$ cat config.mk
export PLATFORM = sky130hd
export DESIGN_NAME = multicycle_adder
export DESIGN_NICKNAME = d
export VERILOG_FILES = /design/src/rtl/multicycle_adder.sv
export SDC_FILE = /design/constraint.sdc
export NUM_CORES = 1
export LEC_CHECK = 0
export BUFFER_PORTS_ARGS = -buffer_cell sky130_fd_sc_hd__buf_2
export CORE_UTILIZATION = 54
export DETAILED_ROUTE_END_ITERATION = 8
export GPL_TIMING_DRIVEN = 0
export PLACE_DENSITY_LB_ADDON = 0.08
export SKIP_LAST_GASP = 1
export SLEW_MARGIN = 20
export SYNTH_ARGS = -nofsm -noshare
export SYNTH_HDL_FRONTEND = slang
export SYNTH_SLANG_ARGS = --single-unit
export TNS_END_PERCENT = 20
$ cat constraint.sdc
create_clock -name clk -period 3.3 [get_ports clk]
set_input_delay 0.99 -clock clk [delete_from_list [all_inputs] [get_ports clk]]
set_output_delay 0.99 -clock clk [all_outputs]
set_load 0.005 [all_outputs]
$ cat src/rtl/multicycle_adder.sv
// Sequential adder: adds two WIDTH-bit operands plus carry-in, CHUNK bits per
// clock, with the carry registered between slices and a start/busy/done handshake.
module multicycle_adder #(
  parameter int WIDTH = 8,
  parameter int CHUNK = 2
) (
  input  logic             clk,
  input  logic             rst,
  input  logic             start,
  input  logic [WIDTH-1:0] A,
  input  logic [WIDTH-1:0] B,
  input  logic             cin,
  output logic             busy,
  output logic             done,
  output logic [WIDTH-1:0] sum,
  output logic             cout,
  output logic             overflow
);

  localparam int NCHUNK = WIDTH / CHUNK;
  localparam int IDXW   = (NCHUNK > 1) ? $clog2(NCHUNK) : 1;

  typedef enum logic [1:0] {
    IDLE = 2'd0,
    RUN  = 2'd1,
    DONE = 2'd2
  } state_t;

  state_t           state_r;
  logic [WIDTH-1:0] a_r;
  logic [WIDTH-1:0] b_r;
  logic [WIDTH-1:0] work_r;
  logic             carry_r;
  logic [IDXW-1:0]  idx_r;

  logic [CHUNK-1:0] a_chunk_s;
  logic [CHUNK-1:0] b_chunk_s;
  logic [CHUNK:0]   chunk_s;
  logic [WIDTH-1:0] work_next_s;
  logic             last_s;
  logic             ovf_s;

  // One CHUNK-wide slice of the add, merged into a copy of the working sum
  always_comb begin
    a_chunk_s   = a_r[idx_r*CHUNK +: CHUNK];
    b_chunk_s   = b_r[idx_r*CHUNK +: CHUNK];
    chunk_s     = {1'b0, a_chunk_s} + {1'b0, b_chunk_s} + {{CHUNK{1'b0}}, carry_r};
    work_next_s = work_r;
    work_next_s[idx_r*CHUNK +: CHUNK] = chunk_s[CHUNK-1:0];
    last_s      = (idx_r == IDXW'(NCHUNK - 1));
    ovf_s       = (a_r[WIDTH-1] == b_r[WIDTH-1]) && (work_next_s[WIDTH-1] != a_r[WIDTH-1]);
  end

  // Control FSM with registered handshake and result outputs
  always_ff @(posedge clk or posedge rst) begin
    if (rst) begin
      state_r  <= IDLE;
      a_r      <= '0;
      b_r      <= '0;
      work_r   <= '0;
      carry_r  <= 1'b0;
      idx_r    <= '0;
      busy     <= 1'b0;
      done     <= 1'b0;
      sum      <= '0;
      cout     <= 1'b0;
      overflow <= 1'b0;
    end else begin
      done <= 1'b0;
      case (state_r)
        IDLE: begin
          if (start) begin
            a_r     <= A;
            b_r     <= B;
            carry_r <= cin;
            idx_r   <= '0;
            work_r  <= '0;
            busy    <= 1'b1;
            state_r <= RUN;
          end else begin
            busy    <= 1'b0;
            state_r <= IDLE;
          end
        end
        RUN: begin
          work_r  <= work_next_s;
          carry_r <= chunk_s[CHUNK];
          idx_r   <= idx_r + IDXW'(1);
          if (last_s) begin
            sum      <= work_next_s;
            cout     <= chunk_s[CHUNK];
            overflow <= ovf_s;
            busy     <= 1'b0;
            done     <= 1'b1;
            state_r  <= DONE;
          end else begin
            busy    <= 1'b1;
            state_r <= RUN;
          end
        end
        DONE: begin
          // back-to-back start is accepted without an IDLE cycle
          if (start) begin
            a_r     <= A;
            b_r     <= B;
            carry_r <= cin;
            idx_r   <= '0;
            work_r  <= '0;
            busy    <= 1'b1;
            state_r <= RUN;
          end else begin
            busy    <= 1'b0;
            state_r <= IDLE;
          end
        end
        default: begin
          busy    <= 1'b0;
          state_r <= IDLE;
        end
      endcase
    end
  end

endmodule

-- After elaboration in Yosys (flattened, before gate mapping)
Cells that the tools add are included.
- memories: 0
- output and inout bits: 12
- RAM bits: 0
- bits in latches: 0
- register bits after elaboration: 41
- ROM bits: 0
- input port bits: 20
- add/sub/neg operators: 4
- muxes and demuxes: 15
- shift-type cells: 4
- multipliers: 0
- bitwise operators: 0
- order comparisons: 0
- divide/modulo/power cells: 0
- reduce and logical (&&, ||, !) cells: 7
- equal/unequal tests: 6
- operator list (cell ; count):
    negator 3 -> 34 bit ; 1
    variable shift 2 x 34 -> 8 bit (first input constant) ; 1
    indexed part select 2 x 34 -> 8 bit ; 1
    one-hot mux 8 bit (2 select lines) ; 1
    indexed part select 8 x 4 -> 2 bit ; 2
    bitwise mux 8 bit ; 1
    two-way mux 8 bit ; 1
    one-hot mux 2 bit (2 select lines) ; 2
    two-way mux 1 bit ; 6
    AND reduction 2 bit ; 3
    == test 2 bit (second input constant) ; 2
    two-way mux 2 bit ; 2
    one-hot mux 1 bit (2 select lines) ; 2
    adder 2 x 2 -> 3 bit ; 1
    adder 3 x 1 -> 3 bit ; 1
    adder 2 x 1 -> 2 bit (second input constant) ; 1
    == test 2 x 1 -> 1 bit (second input constant) ; 1
    logical NOT 2 bit ; 1
    inequality test 2 x 1 -> 1 bit (second input constant) ; 1
    nonzero test 2 bit ; 1
    OR reduction 2 bit ; 1
    == test 1 bit ; 1
    logical AND 1 bit ; 1
    inequality test 1 bit ; 1

-- Depth between registers and ports, before layout
Gate-level depths: netlist of run 1.
- word-level depth: 7
- mapped depth: 8
- depth with buffers taken out: 7

-- Worst setup path before layout of run 1
No wires, ideal clock.
- kind: register -> register
- start point: register idx_r[0]
- end point: register overflow
- path buffers: 1
- stages on the path, launching flop included: 9
- path slack: 460 ps
- arrival time: 2762 ps
- period minus slack after synthesis: 2840 ps
- data required time: 3223 ps
- path through: dfrtp_1 > buf_2 > mux4_2 > fa_1 > fa_1 > nor2b_2 > a31oi_1 > or3_1 > a21oi_1
- cells in the longest elaborated chain, start to end: 7
- elaborated cells between the ends (all ways): 12
- those cells by class: 3 x add/sub; 2 x eq/ne; 4 x shift; 1 x mux; 2 x reduce/logical
- ends and longest elaborated chain (item ; line ; RTL):
    start, declared ; 34 ; logic [IDXW-1:0] idx_r;
    start signal, assigned ; 88 ; idx_r <= idx_r + IDXW'(1);
    indexed part select 8 x 4 -> 2 bit, on equally long branches ; 45, 46 ;
    adder 2 x 2 -> 3 bit ; 47 ; chunk_s = {1'b0, a_chunk_s} + {1'b0, b_chunk_s} + {{CHUNK{1'b0}}, carry_r};
    adder 3 x 1 -> 3 bit ; 47 ;
    indexed part select 2 x 34 -> 8 bit ; 49 ; work_next_s[idx_r*CHUNK +: CHUNK] = chunk_s[CHUNK-1:0];
    bitwise mux 8 bit ; 49 ;
    inequality test 1 bit ; 51 ; ovf_s = (a_r[WIDTH-1] == b_r[WIDTH-1]) && (work_next_s[WIDTH-1] != a_r[WIDTH-1]);
    logical AND 1 bit ; 51 ;
    end signal, assigned ; 92 ; overflow <= ovf_s;
    end, declared ; 17 ; output logic overflow
Several ways; a longest one is shown, not always the timed one.
A chain may end at the register's enable or synchronous reset.

-- Worst setup path after layout of run 1
Same ends and word-level chain as after synthesis.

==> results of run 1 <==
-- worst max-delay path: stages, from the launching register on --
cell and delay (ns):
dfrtp_1 0.46, buf_2 0.30, mux4_2 0.55, fa_1 0.42, fa_1 0.53, nor2b_2 0.21, a31oi_1 0.18, or3_1 0.33
a21oi_1 0.13
-- power groups by stage --
| stage | clock network, mW | registers (mW) | logic (mW) |
|---|---|---|---|
| floorplan | 0 | 0.803 | 0.681 |
| global placement | 0 | 0.821 | 0.905 |
| detailed placement | 0 | 0.835 | 0.959 |
| CTS | 0.280 | 0.823 | 0.963 |
| global route | 0.301 | 0.852 | 1.06 |
| finish | 0.281 | 0.823 | 0.962 |
-- area by class of cell --
type,instances,area [um^2],area share [%]
sequential,40,1000,47.0
multi-input combinational,133,774,36.4
timing repair buffer,32,175,8.23
clock buffer,7,65.1,3.06
tap,44,55.1,2.59
buffer,8,38.8,1.82
inverter,5,18.8,0.882
-- registers in the layout, indices dropped and copies added, names as in the netlist --
name,cells
a_r,8
b_r,8
sum,8
work_r,8
idx_r,2
state_r,2
carry_r,1
cout,1
done,1
overflow,1
-- synthesized netlist by cell type (all sizes together) --
| cell type | count |
|---|---|
| a31oi | 7 |
| nor3 | 1 |
| buf | 7 |
| a21oi | 1 |
| nor2 | 3 |
| inv | 5 |
| and2b | 1 |
| o22ai | 1 |
| dfrtp | 40 |
| o21ai | 18 |
| nor3b | 1 |
| fa | 2 |
| or3 | 1 |
| mux4 | 4 |
| nor2b | 13 |
| nand2 | 69 |
| clkbuf | 1 |
| ha | 6 |
| a22o | 1 |
| nand2b | 2 |
| a41oi | 2 |
-- layout by cell type (no fill, tap or decap) --
cell,n
clkbuf_8,2
buf_12,1
nand2b_1,2
o21ai_0,18
o22ai_1,1
a41oi_1,2
nor2b_2,2
nor2_2,1
a31oi_1,7
dfrtp_1,40
fa_1,2
or3_1,1
and2b_1,1
inv_2,1
nor3b_1,1
nor2b_1,11
mux4_2,4
inv_1,4
nand2_1,69
ha_1,6
buf_2,38
clkbuf_1,1
clkbuf_4,5
a21oi_1,1
nor2_1,2
a22o_1,1
nor3_1,1
-- metal layers --
metal,vias up,share of wire (%),global-route usage [%]
li1,684,-,-
met1,668,41,27.1
met2,30,53,39.6
met3,8,3.8,6.71
met4,0,2.0,8.31
met5,-,0,0
-- final timing paths --
kind                                         end                 start  slack, ns
max                         overflow$_DFFE_PP0P_  idx_r[0]$_DFFE_PP0P_       0.11
min                             cout$_DFFE_PP0P_      cout$_DFFE_PP0P_       0.48
max reg2reg                 overflow$_DFFE_PP0P_  idx_r[0]$_DFFE_PP0P_       0.11
min reg2reg                     cout$_DFFE_PP0P_      cout$_DFFE_PP0P_       0.48
max in group asynchronous     a_r[1]$_DFFE_PP0P_                   rst       2.27
min in group asynchronous  work_r[4]$_DFFE_PP0P_                   rst       0.58
-- kinds of logic after synthesis --
| kind of cell | count (synthesis) |
|---|---|
| buf+inv | 13 |
| compound gates | 30 |
| simple gates | 91 |
| mux | 4 |
| flops | 40 |
| fa+ha+maj | 8 |
==> metrics.cfg, run 1 <==
[outcome]
status = completed

[clock_tree]
numClockSinks = 40
cts_tree = yes
cts_root_buffer = clkbuf_4
ctsHoldBuffers = 0
clock_path_buffers = 2
clkTransAtPathRegs_ns = 0.12
clock_latency_ns = 0.35
ctsResizeCount = 0
htree_levels = 2
post_cts_buffers = 0
numCtsBuffers = 5

[logic_synthesis]
yosys.area_share.xor_xnor_pct = 0
synth_area_leader_cell = dfrtp_1
yosys.area_share.simple_pct = 21.7
synth_cells = 186
synth_top_family_by_area = simple AND/OR/NAND/NOR gates
synth_fa_ha_area_share_pct = 6.28
syn-num-nets = 214
synth-seq-cells = 40
yosys.area.top_type_share_pct = 54.6
avgSynthCellArea_um2 = 9.85
synthMuxAreaShare_pct = 4.91
synth-compound-area-share_pct = 9.35
yosysUniqueCellTypes = 23
netlist_area_mm2 = 0.00183
synth.area.top_cells = dfrtp_1, nand2_1, o21ai_0
seq_area_frac_synth_pct = 54.6
ys_warn_count = 0

[pwr]
power.share.clock_pct = 13.6
peakVddDrop_mv = 0.468
leakage_nw = 1.10
switching_share_pct = 40.5
p_int_mw = 1.23
totalPowerFinal_mw = 2.07
p_sw_mw = 0.836
power_density_mw_per_mm2 = 971
pwr-share-comb_pct = 46.6
p_seq_share_pct = 39.8

[sta]
slew_violations = 0
max_freq_mhz = 314
worstMarginPinSlew_ns = 0.424
hold_ws_ns = 0.481
final.setup.worst_slack_ns = 0.111
rsz0062_at_grt = false
min_period_over_period_pct = 96.6
min_period_ns = 3.19
slew_headroom_pct = 71.7
hold_viol_final = 0
setup_viol = 0
skew_ns = 0.0105
fin_tns_setup_ns = 0

[die]
die-area_mm2 = 0.00363
core_area_mm2 = 0.00313
die_h_um = 60.3
rows = 20
die_w_um = 60.3
io_pins = 32
initial_core_util_pct = 58.6

[worst_setup_path]
crit_type = flip-flop to flip-flop
worstPathMaxFanout = 10
critical_path_arrival_ns = 3.47
start_kind = flip-flop
r2r_cells = 8
end_kind = flip-flop
required_ns = 3.58

[drt]
antenna_left = 0
route.detailed.drc = 0
first_pass_iters = 4
drt_iter0_drc = 34
vias = 1390
wl_per_cell_um = 13.7
drt-vias-per-instance = 5.17
drt_wl_total_um = 3680

[cells_and_area]
final_area_mm2 = 0.00213
postLayoutCoreUtil_pct = 68.0
antenna_cells = 0
synthToLayoutAreaGrowth_pct = 16.1
drive_gt1_share_pct = 24.0
finalNetCount = 253
stdcell_count = 269
fillCellCount = 263

[placement]
dp_cells = 262
port_buffers = 31
detailed_place_hpwl_um = 2720
place_congestion = 0.777
place_ws_ns = 0.168
place_area_mm2 = 0.00206

[global_routing]
overflow = 0
antenna_found_initial = 0
grt_pass1_wl_um = 5890
grt_max_degree = 28
grt_usage_pct = 23.0
grt_pass1_vias = 1283

[worst_hold_path]
hold_class = flip-flop to flip-flop
hold_depth = 2

[flow_run]
max_cap_violations = 0

Power figures use the tool's default switching activity.
==> run 2: changes to the inputs <==
--- a/config.mk
+++ b/config.mk
@@ -7,6 +7,7 @@
 export LEC_CHECK = 0
 export BUFFER_PORTS_ARGS = -buffer_cell sky130_fd_sc_hd__buf_2
 export CORE_UTILIZATION = 54
+export CTS_BUF_LIST = sky130_fd_sc_hd__clkbuf_4
 export DETAILED_ROUTE_END_ITERATION = 8
 export GPL_TIMING_DRIVEN = 0
 export PLACE_DENSITY_LB_ADDON = 0.08
==> metrics.cfg, run 2 (same netlist as run 1, synthesis figures left out) <==
[outcome]
status = completed

[worst_setup_path]
critPathSlowestCell = mux4_2
crit_path_frequent_cell = fa_1
start_kind = flip-flop
required_ns = 3.57  ; about the same
max_stage_delay_ns = 0.55  ; about the same
path_buf_inv = 1  ; unchanged
crit_chain = buf_2, mux4_2, fa_1, fa_1, nor2b_2, a31oi_1, or3_1, a21oi_1
end_kind = flip-flop
r2r_cells = 8  ; unchanged
critical_path_arrival_ns = 3.44  ; -0.03 ns
crit_type = flip-flop to flip-flop
worstPathMaxFanout = 10  ; unchanged
r2r_start = idx_r[0]$_DFFE_PP0P_
path_delay_family = adder cells
rrSetupSlack_ns = 0.14  ; +0.02 ns
r2r_end = overflow$_DFFE_PP0P_

[sta]
final.setup.worst_slack_ns = 0.136  ; +0.0247 ns
slew_headroom_pct = 71.9  ; +0.16 points
setup_viol = 0  ; unchanged
rsz0062_at_grt = false
worstMarginPinSlew_ns = 0.421  ; -0.00241 ns
hold_viol_final = 0  ; unchanged
max_freq_mhz = 316  ; +0.78%
fin_tns_setup_ns = 0  ; unchanged
min_period_ns = 3.16  ; -0.0247 ns
skew_ns = 0.00509  ; -0.00546 ns
min_period_over_period_pct = 95.9  ; -0.75 points
slew_violations = 0  ; unchanged

[drt]
drt_iter0_drc = 44  ; +29%
drt_wl_total_um = 3620  ; -1.8%
vias = 1402  ; +0.86%
wl_per_cell_um = 13.4  ; -1.8%
route.detailed.drc = 0  ; unchanged
first_pass_iters = 4  ; unchanged
drt-vias-per-instance = 5.21  ; +0.86%
antenna_left = 0  ; unchanged

[cells_and_area]
drive_gt1_share_pct = 23.1  ; -0.89 points
synthToLayoutAreaGrowth_pct = 15.0
layout_commonest_cell = nand2_1
antenna_cells = 0  ; unchanged
final_cell_mix = nand2_1, dfrtp_1, buf_2
fillCellCount = 264  ; +0.38%
finalNetCount = 253  ; unchanged

[worst_hold_path]
holdPathEnd = cout$_DFFE_PP0P_
hold_class = flip-flop to flip-flop
hold_depth = 2  ; unchanged
hp-start = cout$_DFFE_PP0P_

[pwr]
peakVddDrop_mv = 0.473  ; +1.2%
leakage_nw = 1.09  ; -1.0%
power_density_mw_per_mm2 = 951  ; -2.0%

[die]
die_w_um = 60.3  ; unchanged
initial_core_util_pct = 58.6  ; unchanged
die_h_um = 60.3  ; unchanged
core_area_mm2 = 0.00313  ; unchanged
io_pins = 32  ; unchanged
rows = 20  ; unchanged
die-area_mm2 = 0.00363  ; unchanged

[global_routing]
grt_usage_pct = 22.7  ; -0.32 points
overflow = 0  ; unchanged
grt_max_degree = 28  ; unchanged
grt_pass1_wl_um = 5810  ; -1.3%
grt_pass1_vias = 1279  ; -0.31%
antenna_found_initial = 0  ; unchanged

[clock_tree]
numClockSinks = 40  ; unchanged
numCtsBuffers = 5  ; unchanged
clkTransAtPathRegs_ns = 0.11  ; about the same
ctsResizeCount = 0  ; unchanged
cts_root_buffer = clkbuf_4
clock_path_buffers = 2  ; unchanged
post_cts_buffers = 0  ; unchanged
cts_tree = yes
htree_levels = 2  ; unchanged
clock_latency_ns = 0.34  ; about the same
ctsHoldBuffers = 0  ; unchanged

[placement]
port_buffers = 31  ; unchanged
place_congestion = 0.777  ; unchanged
detailed_place_hpwl_um = 2720  ; unchanged
place_ws_ns = 0.168  ; unchanged

[flow_run]
max_cap_violations = 0  ; unchanged

run 2: changes by cell type in the layout (fill, tap and decap cells not counted):
| cell | previous run | this run |
|---|---|---|
| clkbuf_8 | 2 | 0 |
| clkinv_1 | 0 | 2 |
run 2: metal layers:
layer,wire (um),up-vias,global-route usage (%)
li1,-,689,-
met5,0,-,0
met1,1490,672,26.8
met4,63,0,8.31
met3,134,7,6.71
met2,1930,34,38.8
run 2: worst max path at each step:
stage / cells past startpoint / start / end
CTS: 8 / idx_r[0]$_DFFE_PP0P_ / overflow$_DFFE_PP0P_
detailed placement: 8 / idx_r[0]$_DFFE_PP0P_ / overflow$_DFFE_PP0P_
finish: 8 / idx_r[0]$_DFFE_PP0P_ / overflow$_DFFE_PP0P_
global placement: 8 / idx_r[0]$_DFFE_PP0P_ / overflow$_DFFE_PP0P_
global route: 8 / idx_r[0]$_DFFE_PP0P_ / overflow$_DFFE_PP0P_
floorplan: 8 / idx_r[0]$_DFFE_PP0P_ / overflow$_DFFE_PP0P_
run 2: through the flow:
stage               utilization [%]  hold slack, ns  cells  instance area (um^2)  total power, mW
floorplan                         -           0.440    186                  1830             1.48
global placement               65.3           0.454    261                  2040             1.73
detailed placement             66.0           0.458    262                  2060             1.79
CTS                            67.4           0.485    269                  2110             2.02
global route                   67.4           0.511    269                  2110             2.16
finish                         67.4           0.480    269                  2110             2.01
run 2: report_power, final:
group | total [mW] | internal [mW] | switching (mW)
registers | 0.823 | 0.691 | 0.132
logic | 0.957 | 0.418 | 0.539
clock network | 0.225 | 0.0745 | 0.151
run 2: tightest hold or removal path, delay by kind of cell (launching register included):
kind / cells / cell delay, ns
simple gates: 2 / 0.10
flops: 1 / 0.35
run 2: cell type report:
cell class / instances / area (um^2) / share of cell area (%)
buffer: 8 / 38.8 / 1.84
clock buffer: 5 / 37.5 / 1.78
clock inverter: 2 / 7.51 / 0.356
inverter: 5 / 18.8 / 0.890
multi-input combinational: 133 / 774 / 36.7
sequential: 40 / 1000 / 47.5
tap: 44 / 55.1 / 2.61
timing repair buffer: 32 / 175 / 8.31
==> run 3: changes to the inputs <==
--- a/config.mk
+++ b/config.mk
@@ -6,7 +6,7 @@
 export NUM_CORES = 1
 export LEC_CHECK = 0
 export BUFFER_PORTS_ARGS = -buffer_cell sky130_fd_sc_hd__buf_2
-export CORE_UTILIZATION = 54
+export CORE_UTILIZATION = 30
 export CTS_BUF_LIST = sky130_fd_sc_hd__clkbuf_4
 export DETAILED_ROUTE_END_ITERATION = 8
 export GPL_TIMING_DRIVEN = 0
==> metrics.cfg, run 3 (same netlist as run 1, synthesis figures left out) <==
[outcome]
status = finished, violations left
violations = design-rule violations

[worst_setup_path]
path_buf_inv = 1  ; unchanged
critical_path_arrival_ns = 3.31  ; -0.13 ns
path_delay_family = adder cells
worstPathMaxFanout = 10  ; unchanged
required_ns = 3.58  ; about the same
crit_path_frequent_cell = fa_1
crit_chain = buf_6, mux4_2, fa_1, fa_1, nor2b_2, a31oi_1, or3_1, a21oi_1
rrSetupSlack_ns = 0.27  ; +0.13 ns
end_kind = flip-flop
cp.depth = 8  ; unchanged
start_kind = flip-flop
crit_type = flip-flop to flip-flop
r2r_cells = 8  ; unchanged
critPathSlowestCell = mux4_2
max_stage_delay_ns = 0.54  ; about the same

[pwr]
p_seq_share_pct = 40.5  ; -0.5 points
p_int_mw = 1.21  ; +2.5%
totalPowerFinal_mw = 2.03  ; +1.5%
p_sw_mw = 0.822  ; about the same
power_density_mw_per_mm2 = 940  ; -1.2%
power.share.clock_pct = 12.7  ; +1.5 points
switching_share_pct = 40.4  ; -0.62 points
pwr-share-comb_pct = 46.8  ; -0.9 points
peakVddDrop_mv = 0.286  ; -40%
leakage_nw = 1.10  ; +0.77%

[die]
die_w_um = 80.2  ; +33%
die_h_um = 80.2  ; +33%
core_area_mm2 = 0.00592  ; +89%
io_pins = 32  ; unchanged
rows = 28  ; +40%
initial_core_util_pct = 31.0  ; -28 points
die-area_mm2 = 0.00643  ; +77%

[sta]
hold_ws_ns = 0.481  ; +0.00170 ns
skew_ns = 0.00453  ; -0.000562 ns
worstMarginPinSlew_ns = 0.448  ; +0.0272 ns
min_period_over_period_pct = 91.9  ; -4.0 points
min_period_ns = 3.03  ; -0.131 ns
hold_viol_final = 0  ; unchanged
fin_tns_setup_ns = 0  ; unchanged
setup_viol = 0  ; unchanged
slew_violations = 0  ; unchanged
slew_headroom_pct = 70.1  ; -1.8 points
rsz0062_at_grt = false
max_freq_mhz = 330  ; +4.3%

[clock_tree]
clock_path_buffers = 2  ; unchanged
cts_root_buffer = clkbuf_4
htree_levels = 2  ; unchanged
numCtsBuffers = 5  ; unchanged
clkTransAtPathRegs_ns = 0.11  ; about the same
cts_tree = yes
numClockSinks = 40  ; unchanged
clock_latency_ns = 0.35  ; about the same

[global_routing]
gr-usage-met2_pct = 22.9  ; -16 points
grt_usage_pct = 14.3  ; -8.4 points
met1_usage_pct = 18.6  ; -8.2 points
top_usage_layer = met2
grt_pass1_vias = 1348  ; +5.4%
grt_pass1_wl_um = 6800  ; +17%
overflow = 0  ; unchanged
grt_max_degree = 28  ; unchanged
antenna_found_initial = 0  ; unchanged
grt_use_met3_pct = 3.30  ; -3.4 points

[drt]
drt_wl_total_um = 4000  ; +11%
drt-vias-per-instance = 4.54  ; -13%
first_pass_iters = 6  ; +2
route.detailed.drc = 1  ; +1
vias = 1368  ; -2.4%
wl_per_cell_um = 13.3  ; -1.0%
drt_iter0_drc = 68  ; +55%
antenna_left = 0  ; unchanged

[cells_and_area]
synthToLayoutAreaGrowth_pct = 18.2
antenna_cells = 0  ; unchanged
final_cell_mix = nand2_1, dfrtp_1, buf_2
final_area_mm2 = 0.00217  ; +2.7%
drive_gt1_share_pct = 24.3  ; +1.2 points
layout_commonest_cell = nand2_1
finalNetCount = 253  ; unchanged

[worst_hold_path]
hold_depth = 2  ; unchanged
hold_class = flip-flop to flip-flop

[placement]
place_congestion = 0.710  ; -8.6%
detailed_place_hpwl_um = 2860  ; +5.3%
place_area_mm2 = 0.00210  ; +1.9%
port_buffers = 31  ; unchanged

[flow_run]
max_cap_violations = 0  ; unchanged

## run 3: changes by cell type in the layout (fill, tap and decap cells not counted)
cell	delta
dfrtp_2	+1
buf_2	-1
dfrtp_1	-1
clkbuf_4	+2
buf_6	+1
clkinv_1	-1
## run 3: timing repair
item / 4_1_cts / 5_1_grt
hold endpoints to repair: 0 / 0
resized for setup: 0 / 4
hold buffers: 0 / 0
setup endpoints to repair: 0 / 1
buffers inserted: 0 / 0
## run 3: path summary, 6_finish.rpt
check	from	to
min in group asynchronous	rst	done$_DFF_PP0_
setup / recovery	idx_r[0]$_DFFE_PP0P_	overflow$_DFFE_PP0P_
hold reg to reg	b_r[4]$_DFFE_PP0P_	b_r[4]$_DFFE_PP0P_
hold / removal	b_r[4]$_DFFE_PP0P_	b_r[4]$_DFFE_PP0P_
setup reg to reg	idx_r[0]$_DFFE_PP0P_	overflow$_DFFE_PP0P_
max in group asynchronous	rst	idx_r[0]$_DFFE_PP0P_
## run 3: area by class of cell
cell class / instances / area, um^2
fill: 617 / 3750
clock buffer: 7 / 52.6
timing repair buffer: 32 / 175
inverter: 5 / 18.8
buffer: 8 / 45.0
tap: 75 / 93.8
clock inverter: 1 / 3.75
multi-input combinational: 133 / 774
sequential: 40 / 1000
## run 3: tightest hold or removal path: stages, from the launching register on
cell and delay [ns]:
dfrtp_1 0.35, nand2_1 0.05, nand2_1 0.05
## run 3: metrics by stage
| step | utilization (%) | std cells | setup WS [ns] |
|---|---|---|---|
| final | 36.6 | 301 | 0.267 |
| after global routing | 36.6 | 301 | 0.0421 |
| after CTS | 36.5 | 301 | 0.0479 |
| after detailed placement | 35.5 | 293 | 0.0856 |
| after global placement | 35.2 | 292 | 0.0909 |
| after floorplan | - | 186 | 0.460 |
## run 3: power by group through the flow
stage / clock network, mW / logic, mW / registers, mW
floorplan: 0 / 0.681 / 0.803
global placement: 0 / 0.966 / 0.834
detailed placement: 0 / 0.970 / 0.840
CTS: 0.272 / 0.973 / 0.828
global route: 0.291 / 1.12 / 0.855
finish: 0.258 / 0.952 / 0.824
## run 3: per-layer routing
| metal | up-vias | routed length [um] |
|---|---|---|
| met3 | 8 | 125 |
| met4 | 0 | 70 |
| li1 | 689 | - |
| met1 | 649 | 1930 |
| met2 | 22 | 1870 |
| met5 | - | 0 |
